===== config.mk =====
export PLATFORM = sky130hd
export DESIGN_NAME = mem_bus_interface
export DESIGN_NICKNAME = d
export VERILOG_FILES = /design/src/rtl/mem_bus_interface.sv
export SDC_FILE = /design/constraint.sdc
export NUM_CORES = 1
export LEC_CHECK = 0
export ABC_AREA = 1
export ABC_CLOCK_PERIOD_IN_PS = 1900
export CORE_MARGIN = 1
export CORE_UTILIZATION = 50
export DETAILED_ROUTE_END_ITERATION = 10
export DONT_BUFFER_PORTS = 1
export SYNTH_ARGS = -nofsm -noshare
export SYNTH_HDL_FRONTEND = slang
export SYNTH_SLANG_ARGS = --single-unit

===== constraint.sdc =====
create_clock -name ph2 -period 1.9 [get_ports ph2]
set_input_delay 0.38 -clock ph2 [delete_from_list [all_inputs] [get_ports ph2]]
set_output_delay 0.38 -clock ph2 [all_outputs]
set_load 0.01 [all_outputs]

===== src/rtl/mem_bus_interface.sv =====
// Memory-side bus stage: latches the datapath's access request, runs a req/ack
// handshake with a wait-state timeout, and stalls the controller via cpu_ready.
module mem_bus_interface #(
  parameter int          TIMEOUT  = 16,
  parameter logic [7:0]  OPEN_BUS = 8'hFF
) (
  input  logic        ph2,
  input  logic        reset,
  input  logic        cpu_mem_en,
  input  logic        cpu_rw,
  input  logic [15:0] cpu_address,
  input  logic [7:0]  cpu_data_out,
  output logic [7:0]  cpu_data_in,
  output logic        cpu_ready,
  output logic        bus_req,
  output logic        bus_we,
  output logic [15:0] bus_addr,
  output logic [7:0]  bus_wdata,
  input  logic [7:0]  bus_rdata,
  input  logic        bus_ack,
  output logic        bus_err,
  input  logic        err_clear
);

  // Handshake: bus_req rises after the request edge and stays high, with
  // bus_addr/bus_we/bus_wdata frozen, until the edge that samples bus_ack=1
  // (or the timeout edge); the memory may complete on any ACCESS edge.
  localparam int CW = (TIMEOUT > 0) ? $clog2(TIMEOUT + 1) : 1;
  localparam logic [CW-1:0] CNT_LAST = (TIMEOUT > 0) ? CW'(TIMEOUT - 1) : '0;
  localparam logic [CW-1:0] CNT_MAX  = '1;

  typedef enum logic {IDLE, ACCESS} state_t;

  state_t        state, state_nx;
  logic [CW-1:0] cnt, cnt_nx;
  logic          start, ack_done, timeout_hit;

  always_comb begin
    state_nx    = state;
    cnt_nx      = cnt;
    start       = 1'b0;
    ack_done    = 1'b0;
    timeout_hit = 1'b0;
    case (state)
      IDLE: begin
        if (cpu_mem_en) begin
          start    = 1'b1;
          cnt_nx   = '0;
          state_nx = ACCESS;
        end
      end
      ACCESS: begin
        // Ack takes priority over a timeout landing on the same edge.
        if (bus_ack) begin
          ack_done = 1'b1;
          state_nx = IDLE;
        end else if (TIMEOUT != 0) begin
          if (cnt == CNT_LAST) begin
            timeout_hit = 1'b1;
            state_nx    = IDLE;
          end else if (cnt != CNT_MAX) begin
            cnt_nx = cnt + CW'(1);
          end
        end
      end
      default: state_nx = IDLE;
    endcase
  end

  always_ff @(posedge ph2 or posedge reset) begin
    if (reset) begin
      state       <= IDLE;
      cnt         <= '0;
      bus_req     <= 1'b0;
      bus_we      <= 1'b0;
      bus_addr    <= 16'h0000;
      bus_wdata   <= 8'h00;
      cpu_data_in <= 8'h00;
      bus_err     <= 1'b0;
    end else begin
      state <= state_nx;
      cnt   <= cnt_nx;
      if (start) begin
        bus_addr  <= cpu_address;
        bus_wdata <= cpu_data_out;
        bus_we    <= !cpu_rw;
        bus_req   <= 1'b1;
      end else if (ack_done || timeout_hit) begin
        bus_req <= 1'b0;
      end
      // Only reads update the data register; a dead read returns the open-bus value.
      if (ack_done && !bus_we) begin
        cpu_data_in <= bus_rdata;
      end else if (timeout_hit && !bus_we) begin
        cpu_data_in <= OPEN_BUS;
      end
      if (timeout_hit) begin
        bus_err <= 1'b1;
      end else if (err_clear) begin
        bus_err <= 1'b0;
      end
    end
  end

  assign cpu_ready = (state == IDLE);

endmodule


======== Yosys cells after proc, flatten, opt, wreduce, memory -nomap -nowiden ========
Cells that the tools add are included.
word-level totals
  register bits after elaboration ......... 41
  bits of input ports ..................... 38
  output and inout bits ................... 36
  word-level logic and storage cells ...... 46
operators by class
  $add $sub $neg .......................... 1
  eq/ne operators ......................... 6
  muxes and demuxes ....................... 21
  bitwise logic cells ..................... 1
  reductions and logical operators ........ 9
operator list
  kind                   count
  $mux W5                4
  $mux W8                2
  $mux W1                13
  $pmux W5 S2            1
  $ne A2 B2 Y1 const B   3
  $reduce_bool A2 Y1     3
  $add A5 B1 Y5 const B  1
  $eq A5 B4 Y1 const B   1
  $ne A5 B5 Y1 const B   1
  $reduce_and A4 Y1      1
  $logic_and A1 B1 Y1    2
  $logic_not A1 Y1       2
  $ne A2 B1 Y1 const B   1
  $pmux W1 S2            1
  $logic_or A1 B1 Y1     1
  $not A1 Y1             1

======== Depth between registers and ports, before layout ========
  word-level depth ........................ 7
  gate-level depth with buffers ........... 10
  gate-level depth less buffers ........... 10

======== Least setup slack after synthesis ========
Ideal clock, no wire load.
  kind .................................... register to register
  from .................................... reg cnt[0]
  to ...................................... reg cnt[3]
  setup time .............................. 119 ps
  data arrival time ....................... 1331 ps
  data required time ...................... 1781 ps
  slack ................................... 450 ps
  cell stages (with the launch flop) ...... 11
  path buffers ............................ 0
  clock period less this slack ............ 1450 ps
  cell sequence ........................... dfrtp_1 > ha_1 > nand2_1 > nor2_1 > ha_1 > inv_1 > nand2_1 > nor2_4 > nand3_1 > nand2_1 > nor2_1
on the way
  word-level cells in the longest chain between the ends .. 5
  elaborated cells between the ends (all ways) .. 10
  classes of those cells .................. add/sub: 1; eq/ne: 4; mux: 4; reduce/logical: 1
RTL lines
  item                    line  source
  start, declared         35    logic [CW-1:0] cnt, cnt_nx;
  start signal, assigned  82    cnt <= cnt_nx;
  $add A5 B1 Y5           62    cnt_nx = cnt + CW'(1);
  $mux W5                 61    end else if (cnt != CNT_MAX) begin
  $mux W5                 58    if (cnt == CNT_LAST) begin
  $mux W5                 54    if (bus_ack) begin
  $pmux W5 S2             44    case (state)
Several ways; a longest one is shown, not always the timed one. The select of a mux whose other input is x is not followed.
A chain may end at the register's enable or synchronous reset.

======== Worst setup path after layout ========
  from .................................... reg cnt[1]
  to ...................................... reg cpu_data_in[0]
on the way
  word-level cells in the longest chain between the ends .. 6
RTL lines
  item                                 line  source
  $eq A5 B4 Y1                         58
  $mux W1                              58
  $mux W1                              54
  $mux W1                              44
  $logic_and A1 B1 Y1                  94    end else if (timeout_hit && !bus_we) begin
  $reduce_bool A2 Y1 (no source line)  --
  end signal, assigned                 93    cpu_data_in <= bus_rdata;
  end, declared                        13    output logic [7:0] cpu_data_in,
No other way between the ends.

==> impl_results.md <==
- Outcome: completed
- CP Max Fanout: 8
- Max Slew Vio Count: 0
- Startpoint types: flip-flop
- Post-route ant nets: 0
- Setup TNS: 0 ns
- Clock buffer count from CTS: 5
- Post-synthesis average cell area: ~9 µm²
- WP data required: about 2.2 ns
- Remaining global-route overflow: 0
- Syn nets: roughly 230
- DRC errors left: 0
- GR peak layer: met2
- ANT cells: 0
- Post-CTS resize count: 0
- Hold Slack: approximately 0.033 ns
- Setup Buffers After CTS: 0
- Clock Path Buffers: 2
- CP bufs+invs: 1
- Routed via count: roughly 1200
- Die width: about 60 µm
- Detailed Route WL: ~3.1 mm
- Final hold vios: 0
- VDD IR max: approximately 0.5 mV
- Max-cap violations: 0
- Largest net degree at the start of global routing: 42
- Ports: 74
- Worst-Margin Slew: 0.4980 ns
- Cell row count: 20
- Total core area: approximately 3100 µm²
- Total die area: ~3600 µm²
- Pleak: 0.9656 nW
- Syn Std Cell Area: roughly 1700 µm²
- CTS tree: built
- Tcrit/Tclk final: roughly 85%
- Initial DRT Pass Iterations: 6
- Final Wtd Congestion: between 0.7 and 0.8
- CP top delay family: flip-flops
- Fin crit period: 1.614 ns
- Clk slew on worst S/H paths: roughly 0.11 ns
- Yosys reg bits: 41
- Clk_skew: around 0.0048 ns
- Layout area overhead: 5.033%
- PwrDens: approximately 1100 nW/µm²
- Clock Sinks: 41
- Starting Density: a little over half
- Synth Warn #: 0
- Vias in the first global route: between 1000 and 1500
- Critical Path AT: around 1.9 ns
- Cell mode on critical path: ha_1
- Fillers: 292
- Total GRT Usage: 19.80%
- Slew headroom: roughly two thirds
- # hold bufs at CTS: 0
- RSZ-0062 raised after global routing: no
- Setup-failing EPs final: 0
- Dominant cell by count in the synthesized netlist: nand2_1
- CP Cell Sequence: ha_1 -> nand2_1 -> nor2_1 -> ha_1 -> inv_1 -> a21oi_2 -> nand2_2 -> a21oi_1
- CTS H-Tree Depth: 2
- Post-DP HPWL: around 2.2 mm
- Largest cells by area after synthesis: dfrtp_1 (61%), nand2_1 (19%), inv_1 (3.8%)
- Top cells by instance count after synthesis: nand2_1 (85), dfrtp_1 (41), inv_1 (17)
- Fmax achieved: between 600 and 700 MHz
- Post-synth cell types: 20
- Min-Delay Path Class: in -> async
- Slowest CP cell: dfrtp_1
- Sequential share of the synthesized area: 60.70%
- Starting DRT DRC Count: 58
- Kind of critical path: reg -> reg
- Initial antenna violation count: 0
- Met2 Usage GRT: between 30% and 40%
- GR Util met1: roughly 20%
- Post-Syn Instances: around 190
- Die H: roughly 60 µm
- Yosys top cell by area: dfrtp_1
- I/O Buffers: 0
- Post-synth top area share: between 60 and 70%
- Met3 Track Usage GR: roughly a tenth
- Post-synth EDFFs: 0
- DR vias/cell: just under 5
- Synth async-reset ratio: 100.0%
- Main synth FF type: dfrtp_1
- Root buffer cell: clkbuf_4
- First-pass GRT wire length: roughly 5.1 mm
- Worst-Skew Late Latency: between 0.3 and 0.4 ns
- Final net count: between 200 and 250
- Critical path's largest stage delay: approximately 0.39 ns
- Layout cells sized above 1: a little under a tenth
- Critical Path Sink Type: flip-flop
- Drt wl/cell: approximately 13 µm
[area by class of cell]
class	instances	area, µm²	area share, %
Clock buffer	6	41.29	2.326
Clock inverter	2	10.01	0.5638
Inverter	20	75.07	4.228
Multi-Input combinational cell	126	553.0	31.15
Sequential cell	41	1026	57.79
Tap cell	44	55.05	3.101
Timing Repair Buffer	2	15.01	0.8457
[where the power goes]
group / switching, mW / internal [mW]
combinational: 0.197 / 0.116
clock: 0.263 / 0.141
sequential: 0.226 / 1.07
total: 0.686 / 1.32
[state kept, by name, indices dropped and copies added, names as in the netlist]
register     cells
bus_req          1
bus_we           1
bus_err          1
cnt              5
cpu_data_in      8
bus_addr        16
state            1
bus_wdata        8
[layout by cell type (no fill, tap or decap), types with 2 or more instances in the layout]
cell type / n
nor2_1: 13
o21ai_1: 2
a21oi_1: 9
inv_1: 17
o21ai_0: 3
o22ai_1: 2
clkinv_2: 2
inv_2: 3
nand2_1: 85
ha_1: 3
dfrtp_1: 41
buf_4: 2
clkbuf_4: 5
nand3_1: 3
[routing by layer]
metal / share of wire, % / vias up
met2: 50 / 52
met1: 39 / 550
li1: - / 586
met5: 0 / -
met3: 9.3 / 8
met4: 1.5 / 0
[cell families (layout without fill, tap and decap cells)]
kind of cell	Yosys count	count (layout)	synth area share, %
compound gates	17	17	5.403
buf+inv	25	30	6.587
flops	41	41	60.70
simple gates	106	106	25.09
fa+ha+maj	3	3	2.221
[metrics by stage]
step / cell area [µm²] / total power, mW / util [%] / setup WS (ns) / instances
2_1_floorplan: 1690 / 1.540 / - / 0.4500 / 192
3_3_place_gp: 1724 / 1.602 / 55.12 / 0.3947 / 233
3_5_place_dp: 1724 / 1.628 / 55.12 / 0.3033 / 233
4_1_cts: 1775 / 2.046 / 56.76 / 0.2611 / 241
5_1_grt: 1775 / 2.166 / 56.76 / 0.06543 / 241
6_report: 1775 / 2.010 / 56.76 / 0.2861 / 241
[worst paths after layout]
check	startpoint	endpoint	slack [ns]	cells past startpoint
setup / recovery	cnt[1]	cpu_data_in[0]	0.29	8
hold / removal	reset	bus_addr[2]	0.03	2
setup reg to reg	cnt[1]	cpu_data_in[0]	0.29	8
hold reg to reg	cnt[1]	cnt[1]	0.52	2
max in group asynchronous	reset	cpu_data_in[3]	1.52	2
min in group ph2	err_clear	bus_err	0.13	1
Note: power is estimated with default switching activity, not from simulation.
